$ cat src/rtl/mult_arb_pkg.sv
// ----------------------------------------------------------------------------
// mult_arb_pkg
// Shared types and constants for the two-requester multiplier arbiter.
//   state_e        : arbiter FSM states
//   DATA_W / RES_W : operand width (8) and product width (16)
//   MUL_CYCLES_DEF : default number of cycles Run is held per operation
// ----------------------------------------------------------------------------
package mult_arb_pkg;

    localparam int unsigned DATA_W         = 8;
    localparam int unsigned RES_W          = 16;
    localparam int unsigned MUL_CYCLES_DEF = 18;

    typedef enum logic [2:0] {
        IDLE       = 3'd0,
        LOADB      = 3'd1,
        LOADB_WAIT = 3'd2,
        RUN        = 3'd3,
        RELEASE    = 3'd4
    } state_e;

endpackage

$ cat src/rtl/mult_arbiter_if.sv
// ----------------------------------------------------------------------------
// mult_arbiter_if
// Bundles the requester side and the multiplier-datapath side of the arbiter.
//   req               : per-requester request level (bit i = requester i)
//   a0/b0, a1/b1      : multiplicand / multiplier per requester
//   gnt               : one-hot grant, held for the whole operation
//   done              : one-cycle pulse to the granted requester
//   result            : signed product, held until the next capture
//   mul_Sw            : switch value presented to the multiplier datapath
//   mul_ClearA_LoadB  : clear A / load B strobe
//   mul_Run           : run strobe
//   mul_Aval/mul_Bval : upper / lower product halves from the datapath
// Modports: slave = arbiter, master = requesters plus multiplier datapath.
// ----------------------------------------------------------------------------
interface mult_arbiter_if;
    import mult_arb_pkg::*;

    logic [1:0]        req;
    logic [DATA_W-1:0] a0;
    logic [DATA_W-1:0] b0;
    logic [DATA_W-1:0] a1;
    logic [DATA_W-1:0] b1;
    logic [1:0]        gnt;
    logic [1:0]        done;
    logic [RES_W-1:0]  result;
    logic [DATA_W-1:0] mul_Sw;
    logic              mul_ClearA_LoadB;
    logic              mul_Run;
    logic [DATA_W-1:0] mul_Aval;
    logic [DATA_W-1:0] mul_Bval;

    modport slave (
        input  req, a0, b0, a1, b1, mul_Aval, mul_Bval,
        output gnt, done, result, mul_Sw, mul_ClearA_LoadB, mul_Run
    );

    modport master (
        output req, a0, b0, a1, b1, mul_Aval, mul_Bval,
        input  gnt, done, result, mul_Sw, mul_ClearA_LoadB, mul_Run
    );

endinterface

$ cat src/rtl/mult_arb_grant.sv
// ----------------------------------------------------------------------------
// mult_arb_grant
// Combinational winner selection between two requesters.
//   i_req : request vector
//   i_ptr : index of the requester served last
//   o_win : one-hot winner (0 when nobody requests)
// Build option MULT_ARB_RR_EN: round-robin tie-break using i_ptr.
// Default: fixed priority, requester 0 wins every tie and i_ptr is ignored.
// ----------------------------------------------------------------------------
module mult_arb_grant (
    input  logic [1:0] i_req,
    input  logic       i_ptr,
    output logic [1:0] o_win
);

`ifdef MULT_ARB_RR_EN
    always_comb begin
        o_win = 2'b00;
        if (i_req == 2'b11) begin
            // Tie: the requester that was not served last wins.
            o_win = i_ptr ? 2'b01 : 2'b10;
        end else begin
            o_win = i_req;
        end
    end
`else
    logic w_unused_ptr;
    assign w_unused_ptr = i_ptr;

    always_comb begin
        o_win = 2'b00;
        if (i_req[0]) begin
            o_win = 2'b01;
        end else if (i_req[1]) begin
            o_win = 2'b10;
        end
    end
`endif

endmodule

$ cat src/rtl/mult_arbiter.sv
// ----------------------------------------------------------------------------
// mult_arbiter
// Shares one sequential multiplier datapath between two requesters.
// Per operation: LOADB (load multiplier b), LOADB_WAIT, RUN for MUL_CYCLES
// cycles with the multiplicand a on mul_Sw, then RELEASE with a done pulse.
// The product {mul_Aval, mul_Bval} is captured on the edge ending RUN.
//   Clk   : system clock, rising edge
//   Reset : synchronous, active-high
//   bus   : mult_arbiter_if.slave (requests, operands, grant, done, result,
//           multiplier datapath controls and product halves)
// Build option MULT_ARB_RR_EN: round-robin tie-break with a last-served
// pointer; otherwise fixed priority to requester 0 and no pointer register.
// ----------------------------------------------------------------------------
module mult_arbiter
    import mult_arb_pkg::*;
#(
    parameter int unsigned MUL_CYCLES = MUL_CYCLES_DEF
) (
    input  logic          Clk,
    input  logic          Reset,
    mult_arbiter_if.slave bus
);

    localparam int unsigned CNT_W = (MUL_CYCLES > 1) ? $clog2(MUL_CYCLES) : 1;

    state_e            r_state;
    state_e            w_next_state;
    logic [DATA_W-1:0] r_a;
    logic [DATA_W-1:0] r_b;
    logic              r_idx;
    logic [CNT_W-1:0]  r_cnt;
    logic [RES_W-1:0]  r_result;
    logic [1:0]        w_win;
    logic              w_ptr;
    logic              w_start;
    logic              w_run_last;
    logic [1:0]        w_onehot;

    logic [1:0]        w_gnt;
    logic [1:0]        w_done;
    logic [DATA_W-1:0] w_sw;
    logic              w_clr_ldb;
    logic              w_run;

    assign w_start    = (r_state == IDLE) && (bus.req != 2'b00);
    assign w_run_last = (r_cnt == CNT_W'(MUL_CYCLES - 1));
    assign w_onehot   = r_idx ? 2'b10 : 2'b01;

    // ------------------------------------------------------------------
    // Arbitration
    // ------------------------------------------------------------------
`ifdef MULT_ARB_RR_EN
    logic r_last;

    always_ff @(posedge Clk) begin
        if (Reset) begin
            r_last <= 1'b1;  // requester 0 wins the first tie
        end else if (w_start) begin
            r_last <= w_win[1];
        end
    end

    assign w_ptr = r_last;
`else
    assign w_ptr = 1'b1;
`endif

    mult_arb_grant u_grant (
        .i_req (bus.req),
        .i_ptr (w_ptr),
        .o_win (w_win)
    );

    // ------------------------------------------------------------------
    // FSM: state register
    // ------------------------------------------------------------------
    always_ff @(posedge Clk) begin
        if (Reset) begin
            r_state <= IDLE;
        end else begin
            r_state <= w_next_state;
        end
    end

    // ------------------------------------------------------------------
    // FSM: next state
    // ------------------------------------------------------------------
    always_comb begin
        w_next_state = r_state;
        unique case (r_state)
            IDLE:       if (w_start) w_next_state = LOADB;
            LOADB:      w_next_state = LOADB_WAIT;
            LOADB_WAIT: w_next_state = RUN;
            RUN:        if (w_run_last) w_next_state = RELEASE;
            RELEASE:    w_next_state = IDLE;
            default:    w_next_state = IDLE;
        endcase
    end

    // ------------------------------------------------------------------
    // FSM: outputs
    // ------------------------------------------------------------------
    always_comb begin
        w_gnt     = 2'b00;
        w_done    = 2'b00;
        w_sw      = '0;
        w_clr_ldb = 1'b0;
        w_run     = 1'b0;
        unique case (r_state)
            IDLE: begin
            end
            LOADB: begin
                w_gnt     = w_onehot;
                w_sw      = r_b;
                w_clr_ldb = 1'b1;
            end
            LOADB_WAIT: begin
                w_gnt = w_onehot;
                w_sw  = r_b;
            end
            RUN: begin
                w_gnt = w_onehot;
                w_sw  = r_a;
                w_run = 1'b1;
            end
            RELEASE: begin
                w_gnt  = w_onehot;
                w_done = w_onehot;
            end
            default: begin
            end
        endcase
    end

    // ------------------------------------------------------------------
    // Datapath: operand latch, RUN counter, result capture
    // ------------------------------------------------------------------
    always_ff @(posedge Clk) begin
        if (Reset) begin
            r_a   <= '0;
            r_b   <= '0;
            r_idx <= 1'b0;
        end else if (w_start) begin
            // Operands are sampled only here; later changes are ignored.
            r_idx <= w_win[1];
            r_a   <= w_win[1] ? bus.a1 : bus.a0;
            r_b   <= w_win[1] ? bus.b1 : bus.b0;
        end
    end

    always_ff @(posedge Clk) begin
        if (Reset) begin
            r_cnt <= '0;
        end else if (r_state == LOADB_WAIT) begin
            r_cnt <= '0;
        end else if (r_state == RUN) begin
            r_cnt <= r_cnt + 1'b1;
        end
    end

    always_ff @(posedge Clk) begin
        if (Reset) begin
            r_result <= '0;
        end else if ((r_state == RUN) && w_run_last) begin
            r_result <= {bus.mul_Aval, bus.mul_Bval};
        end
    end

    assign bus.gnt              = w_gnt;
    assign bus.done             = w_done;
    assign bus.result           = r_result;
    assign bus.mul_Sw           = w_sw;
    assign bus.mul_ClearA_LoadB = w_clr_ldb;
    assign bus.mul_Run          = w_run;

endmodule

$ cat src/flat_wrapper.sv
// flat-port wrapper written by rule: the top's interface ports become plain ports
module mult_arbiter_flat import mult_arb_pkg::*;
#(
    parameter int unsigned MUL_CYCLES = MUL_CYCLES_DEF
)
  (Clk, Reset, bus_req, bus_a0, bus_b0, bus_a1, bus_b1, bus_mul_Aval, bus_mul_Bval, bus_gnt, bus_done, bus_result, bus_mul_Sw, bus_mul_ClearA_LoadB, bus_mul_Run);
  mult_arbiter_if bus_i ();
  input  logic Clk;
  input  logic Reset;
  input wire logic [$bits(bus_i.req)-1:0] bus_req;
  input wire logic [$bits(bus_i.a0)-1:0] bus_a0;
  input wire logic [$bits(bus_i.b0)-1:0] bus_b0;
  input wire logic [$bits(bus_i.a1)-1:0] bus_a1;
  input wire logic [$bits(bus_i.b1)-1:0] bus_b1;
  input wire logic [$bits(bus_i.mul_Aval)-1:0] bus_mul_Aval;
  input wire logic [$bits(bus_i.mul_Bval)-1:0] bus_mul_Bval;
  output wire logic [$bits(bus_i.gnt)-1:0] bus_gnt;
  output wire logic [$bits(bus_i.done)-1:0] bus_done;
  output wire logic [$bits(bus_i.result)-1:0] bus_result;
  output wire logic [$bits(bus_i.mul_Sw)-1:0] bus_mul_Sw;
  output wire logic [$bits(bus_i.mul_ClearA_LoadB)-1:0] bus_mul_ClearA_LoadB;
  output wire logic [$bits(bus_i.mul_Run)-1:0] bus_mul_Run;
  assign bus_i.req = bus_req;
  assign bus_i.a0 = bus_a0;
  assign bus_i.b0 = bus_b0;
  assign bus_i.a1 = bus_a1;
  assign bus_i.b1 = bus_b1;
  assign bus_i.mul_Aval = bus_mul_Aval;
  assign bus_i.mul_Bval = bus_mul_Bval;
  assign bus_gnt = bus_i.gnt;
  assign bus_done = bus_i.done;
  assign bus_result = bus_i.result;
  assign bus_mul_Sw = bus_i.mul_Sw;
  assign bus_mul_ClearA_LoadB = bus_i.mul_ClearA_LoadB;
  assign bus_mul_Run = bus_i.mul_Run;
  mult_arbiter #(.MUL_CYCLES(MUL_CYCLES)) u_core (.Clk(Clk), .Reset(Reset), .bus(bus_i));
endmodule
$ cat config.mk
export PLATFORM = sky130hd
export DESIGN_NAME = mult_arbiter_flat
export DESIGN_NICKNAME = d
export VERILOG_FILES = /design/src/rtl/mult_arb_pkg.sv /design/src/rtl/mult_arbiter_if.sv /design/src/rtl/mult_arb_grant.sv /design/src/rtl/mult_arbiter.sv /design/src/flat_wrapper.sv
export SDC_FILE = /design/constraint.sdc
export NUM_CORES = 1
export LEC_CHECK = 0
export CAP_MARGIN = 20
export CORE_MARGIN = 2
export CORE_UTILIZATION = 39
export DETAILED_ROUTE_END_ITERATION = 8
export PLACE_DENSITY = 0.82
export REMOVE_ABC_BUFFERS = 1
export SLEW_MARGIN = 20
export SYNTH_ARGS = -nofsm -noshare
export SYNTH_HDL_FRONTEND = slang
export SYNTH_HIERARCHICAL = 1
export SYNTH_SLANG_ARGS = --single-unit
$ cat constraint.sdc
create_clock -name Clk -period 1.25 [get_ports Clk]
set_input_delay 0.1875 -clock Clk [delete_from_list [all_inputs] [get_ports Clk]]
set_output_delay 0.1875 -clock Clk [all_outputs]
set_load 0.02 [all_outputs]
# [Word-level counts from Yosys, hierarchy flattened]
# Cells that the tools add are included.
# Widths: inputs -> output; s select.
[word_totals] reg_bits=41 in_bits=52 output_inout_bits=30 word_cells=35
[op_classes] add_sub_neg=1 n_eq_ne=7 muxes=13 n_reduce_logical=8
[ops] op="$mux 8" count=2
[ops] op="$pmux 8 s2" count=1
[ops] op="$pmux 3 s4" count=1
[ops] op="$mux 2" count=5
[ops] op="$eq 3x2->1 const B" count=2
[ops] op="$mux 3" count=2
[ops] op="$add 5x1->5 const B" count=1
[ops] op="$eq 5x5->1 const B" count=1
[ops] op="$ne 2x1->1 const B" count=2
[ops] op="$reduce_or 2->1" count=2
[ops] op="$reduce_or 4->1" count=1
[ops] op="$eq 3x1->1 const B" count=1
[ops] op="$eq 3x3->1 const B" count=1
[ops] op="$logic_not 3->1" count=1
[ops] op="$logic_and 1x1->1" count=2
[ops] op="$mux 1" count=2
[ops] op="$reduce_and 2->1" count=1
[ops] op="$reduce_bool 2->1" count=1

# [Depth between registers and ports, before layout]
# Gate-level depths: netlist (run 1).
[depth] ltp_word=4 depth_mapped=7

# [Hierarchy]
# Netlist (run 1), hierarchy kept.
[by_module_without_submodules] module="mult_arbiter" instances=1 cells_each=227 area_each_um2=2013.2 seq_area_each_um2=820.8
[by_module_without_submodules] module="mult_arb_grant" instances=1 cells_each=2 area_each_um2=21.3 seq_area_each_um2=0.0

# [Worst setup path after synthesis (run 1)]
# OpenSTA, ideal clock, no wires.
[synth_path] kind="flip-flop to output port" start="reg u_core.r_state[1]" end="out bus_mul_Sw[0]" t_arrival_ns=1.320 t_required_ns=1.062 path_slack_ns=-0.258 path_stages_with_launch=5 path_buffers=1 path_cell_list="dfxtp_1 buf_6 xor2_1 a22oi_1 nor2_1"
[synth_between] elab_chain_cells=3 elab_cells_between_ends=5
[synth_lines] element="start: declaration" line="mult_arbiter.sv:26" rtl="state_e r_state;"
[synth_lines] element="start signal: assignment" line="mult_arbiter.sv:81" rtl="r_state <= w_next_state;"
[synth_lines] element="$eq 3x1->1 / $eq 3x2->1 (equally long branches)" line="mult_arbiter.sv:109" rtl="unique case (r_state)"
[synth_lines] element="$reduce_or 2->1 (no line)"
[synth_lines] element="$pmux 8 s2 *" line="mult_arbiter.sv:109"
[synth_lines] element="end: declaration" line="flat_wrapper.sv:20" rtl="output wire logic [$bits(bus_i.mul_Sw)-1:0] bus_mul_Sw;"
# Every way passes the cells marked *; elsewhere a longest branch is shown, timed or not.

# [Worst setup path in the final report (run 1)]
[layout_path] start="reg u_core.r_state[1]" end="out bus_gnt[1]"
[layout_between] elab_chain_cells=3 elab_cells_between_ends=6
[layout_lines] element="$eq 3x3->1, or another cell as far along" line="mult_arbiter.sv:109"
[layout_lines] element="$reduce_or 4->1 (no line) *"
[layout_lines] element="$mux 2 *" line="mult_arbiter.sv:109"
[layout_lines] element="end: declaration" line="flat_wrapper.sv:17" rtl="output wire logic [$bits(bus_i.gnt)-1:0] bus_gnt;"
# Marks and branches as above.

==> results of run 1 <==
cell usage in the layout (no fill, tap or decap), drive strengths merged, types with 2 or more instances in the layout:
cell           count
buf               58
inv                2
a211oi            17
dfxtp             41
or2                2
mux2i             16
nand2              4
clkbuf             8
nand3b             2
nor3               4
nand3             18
xor2               2
nor2              15
or3                3
a21oi             36
nor3b              2
dlygate4sd2       15
o21ai             20
and3               2
ha                 2
a22oi              7
clkdlybuf4s50     51
worst register-to-register path, stage by stage (launching register included):
cell and delay (ps):
dfxtp_4 370, buf_6 130, or3_4 380, buf_6 140
nor2_4 170, clkbuf_16 200, a211oi_2 60
cell type report:
class	instances	area [um2]	share of cell area
Multi-Input combinational cell	161	1460	0.379
Tap cell	70	87.6	0.0227
Sequential cell	41	831	0.216
Timing Repair Buffer	128	1360	0.353
Clock inverter	2	35.0	0.00910
Inverter	2	7.51	0.00195
Clock buffer	5	68.8	0.0179
layer usage:
metal	vias to the layer above	global-route usage	routed length [um]
met2	105	0.463	4100
met5	-	0	0
li1	1056	-	-
met4	0	0.0945	240
met3	22	0.0498	381
met1	1077	0.260	2780
worst paths after layout:
check | end | slack [ps]
worst max-delay path | bus_gnt[1] | -420
worst min register to register | u_core/bus.result[11] | 460
worst max register to register | u_core/r_a[2] | -310
worst min-delay path | u_core/bus.result[2] | 460
state kept, by name (all words and copies together), names as in the netlist:
name and flops:
u_core/bus.result 16, u_core/r_a 8, u_core/r_b 8, u_core/r_state 3, u_core/r_idx 1, u_core/r_cnt 5
power by group:
group          switching (W)  internal (W)  leakage (nW)
combinational       0.000501      0.000593          1.08
clock               0.000448      0.000580        0.0540
sequential         0.0000609       0.00138         0.337
total                0.00101       0.00256          1.47
metrics by stage:
step / setup TNS (ps) / hold WS (ps)
after floorplan: -22830 / 252
after global placement: -12790 / 460
after detailed placement: -14650 / 469
after CTS: -14830 / 441
after global routing: -15890 / 459
final: -13590 / 458
what timing repair did:
item | in CTS | in global routing
pin swaps | 19 | 12
endpoints found under the hold margin | 0 | 0
buffers inserted | 13 | 3
setup endpoints to repair | 70 | 55
cloned | 5 | 0
hold buffers | 0 | 0
gates resized for setup | 157 | 60
==> impl_metrics.toml, run 1 <==
[sta]
layout_min_cycle_time_ps = 1670
rsz0062_at_grt = "yes"
hold_viol = 0
tightest_slew_ps = 341
setup_ws_ps = -417
fmax_mhz = 600
slew_headroom = 0.773
skew_ps = 4.20
period_share = 1.33
slew_violations = 0
setup_viol = 54

[placement]
placed_cells = 383
dpl.hpwl_mm = 4.02
place_area_um2 = 3060
gp_congestion = 0.817
post-place-ws_ps = -555
port_buffers = 81

[global_route]
grt_max_degree = 22
track_usage = 0.242
antenna_found_initial = 0
grt_pass1_wl_mm = 11.2
overflow = 0
grt_pass1_vias = 2258

[setup_path]
crit_chain = "buf_6 > or3_4 > and3_4 > buf_6"
crit_start = "u_core/r_state[1]"
slowest_delay_ps = 380
required_ps = 1060
crit_arrival_ps = 1480
crit_fanout = 6
crit_path_top_delay_cell = "or3_4"
path_class = "reg -> out"
start_kind = "flip-flop"
worstRegToRegCells = 6
crit_family = "simple AND/OR/NAND/NOR gates"
crit_path_end_kind = "primary output"
crit_buf_inv = 2
timing.critical_path.mode_cell = "buf_6"
worstReg2RegStart = "u_core/r_state[1]"
path_depth = 4

[run_status]
violations = "setup timing"
outcome = "finished with violations"

[power_and_ir_drop]
leakage_nw = 1.47
power_density_nw_per_um2 = 926
totalPowerFinal_w = 0.00357
vdd_ir_drop_max_v = 0.000635

[detailed_routing]
drt_iter0_drc = 114
num_vias = 2260
drc = 0
via_per_inst = 5.53
wire_per_inst_um = 18.4
wirelength_mm = 7.51
drt_first_pass_iters = 4
ant_nets = 0

[clock_tree]
cts_made_buffers = 5
cts_buffer_depth = 2
htree_levels = 2
cts_tree = "built"
cts-root-buf = "clkbuf_8"
cts.sinks = 41
cts.clk_slew.worst_paths_ps = 70
clk_latency_ps = 290

[worst_hold_path]
worstHoldPathCells = 3
hold_path.class = "in -> reg"
hold_start = "bus_mul_Bval[2]"

[cells_and_area]
diodes = 0
final_area_um2 = 3850
fillerInstances = 313
drive_above_1_share = 0.463
instances_no_fill = 409
post-route-util = 0.764
nNetsFinal = 393
areaGrowthSynthToFinish_pct = 90.4

[floorplan]
die_area_um2 = 5780
fp-row-count = 26
die-height_um = 76.0
core_um2 = 5040
initial_core_util = 0.401
ios = 82
fp.dieW_um = 76.0

[synth]
syn_area_um2 = 2020
yosysWarningCount = 6
synthCells = 227
syn_avg_cell_area_um2 = 8.91

[flow_run]
drv_cap = 0
Power figures use the tool's default switching activity.
==> inputs of run 2 (changes only) <==
- CORE_UTILIZATION: 39 -> 45
- PLACE_DENSITY: 0.82 -> 0.89
- clock period: 1.25 -> 2.03 ns (I/O delays scaled with it)
==> impl_metrics.toml, run 2 (synthesized netlist as in run 1, its figures left out) <==
[global_route]
antenna_found_initial = 0
grt_pass1_vias = 1981
track_usage = 0.221
grt_pass1_wl_mm = 9.02
grt_max_degree = 37
overflow = 0

[power_and_ir_drop]
power_density_nw_per_um2 = 654
vdd_ir_drop_max_v = 0.000376
totalPowerFinal_w = 0.00196
leakage_nw = 1.17

[sta]
slew_headroom = 0.714
hold_viol = 0
skew_ps = 5.88
tightest_slew_ps = 428
rsz0062_at_grt = "no"
period_share = 0.957
finalSetupTns_ps = 0
fmax_mhz = 515
setup_viol = 0
slew_violations = 0
layout_min_cycle_time_ps = 1940

[cells_and_area]
final_common_cell = "clkdlybuf4s50_1"
diodes = 0
drive_above_1_share = 0.115
final_cell_mix = "clkdlybuf4s50_1, dfxtp_1, a21oi_1, o21ai_0, nand3_1"
largest_reg_flops = 16
areaGrowthSynthToFinish_pct = 48.0
nNetsFinal = 359
final_area_um2 = 2990

[floorplan]
die-height_um = 71.1
fp.dieW_um = 71.1
die_area_um2 = 5050
core_um2 = 4350
fp-row-count = 24
ios = 82
initial_core_util = 0.465

[clock_tree]
htree_levels = 2
post_cts_buffers = 0
cts_tree = "built"
ctsResizeCount = 15
hold_buffers = 0
cts_made_buffers = 5
cts.sinks = 41
clk_latency_ps = 290
cts.clk_slew.worst_paths_ps = 80
cts_buffer_depth = 2
cts-root-buf = "clkbuf_8"

[placement]
place_area_um2 = 2900
dpl.hpwl_mm = 3.78
gp_congestion = 0.802
port_buffers = 81

[worst_hold_path]
hold-path-endpoint = "u_core/bus.result[14]"
hold_start = "u_core/bus.result[14]"
hold_path.class = "reg -> reg"
worstHoldPathCells = 2

[setup_path]
crit_path_end_kind = "primary output"
worstRegToRegCells = 4
slowest_delay_ps = 390
crit_path_top_delay_cell = "or3_4"
start_kind = "flip-flop"
r2r_slack_ps = 430
crit_family = "simple AND/OR/NAND/NOR gates"
required_ps = 1730
path_class = "reg -> out"
worstReg2RegStart = "u_core/r_state[0]"
crit_fanout = 8
regToRegEndpoint = "u_core/r_a[0]"
crit_buf_inv = 2
crit_arrival_ps = 1640
crit_chain = "buf_4 > or3_4 > nand2_1 > nor2_1 > dlygate4sd2_1"

[detailed_routing]
drc = 0
drt_first_pass_iters = 4
wirelength_mm = 5.37
drt_iter0_drc = 78
ant_nets = 0
via_per_inst = 5.63
num_vias = 2010
wire_per_inst_um = 15.0

[flow_run]
drv_cap = 0

[run_status]
outcome = "finished clean"
[run 2: tightest hold or removal path: cells and delay by family (launching register included)]
| kind | cells | cell delay, ps |
|---|---|---|
| AO/OA/AOI/OAI | 2 | 120 |
| flip-flops | 1 | 310 |
[run 2: cell type report]
class | instances | area (um2)
clock buffer | 5 | 68.8
tap | 52 | 65.1
multi-input combinational | 161 | 1060
sequential | 41 | 823
clock inverter | 2 | 35.0
timing repair buffer | 94 | 932
inverter | 2 | 7.51
fill | 375 | 1360
[run 2: power by group]
| part | switching (W) | internal (W) |
|---|---|---|
| Combinational | 0.000208 | 0.000227 |
| Clock | 0.000276 | 0.000357 |
| Sequential | 0.0000379 | 0.000851 |
| Total | 0.000522 | 0.00144 |
[run 2: through the flow]
stage,worst slack (ps),cells,util,hold slack [ps]
floorplan,-224,204,-,369
global placement,97.1,350,0.666,461
detailed placement,49.7,350,0.666,467
CTS,6.32,357,0.687,478
global route,23.9,357,0.688,493
finish,87.7,357,0.688,477
[run 2: metal layers]
| layer | wire length, um | global-route usage |
|---|---|---|
| met3 | 430 | 0.0641 |
| met1 | 2310 | 0.287 |
| met5 | 0 | 0 |
| met4 | 40 | 0.0587 |
| met2 | 2590 | 0.360 |
[run 2: worst max path at each step]
stage	to	slack, ps	start	cells past startpoint
after global placement	bus_gnt[1]	100	u_core/r_state[0]	4
final	bus_gnt[0]	90	u_core/r_state[0]	5
after global routing	bus_mul_Sw[6]	20	u_core/r_state[0]	5
after detailed placement	bus_mul_Sw[2]	50	u_core/r_state[1]	4
after floorplan	u_core/r_state[1]	-220	u_core/r_cnt[0]	3
after CTS	bus_gnt[1]	6	u_core/r_state[0]	4
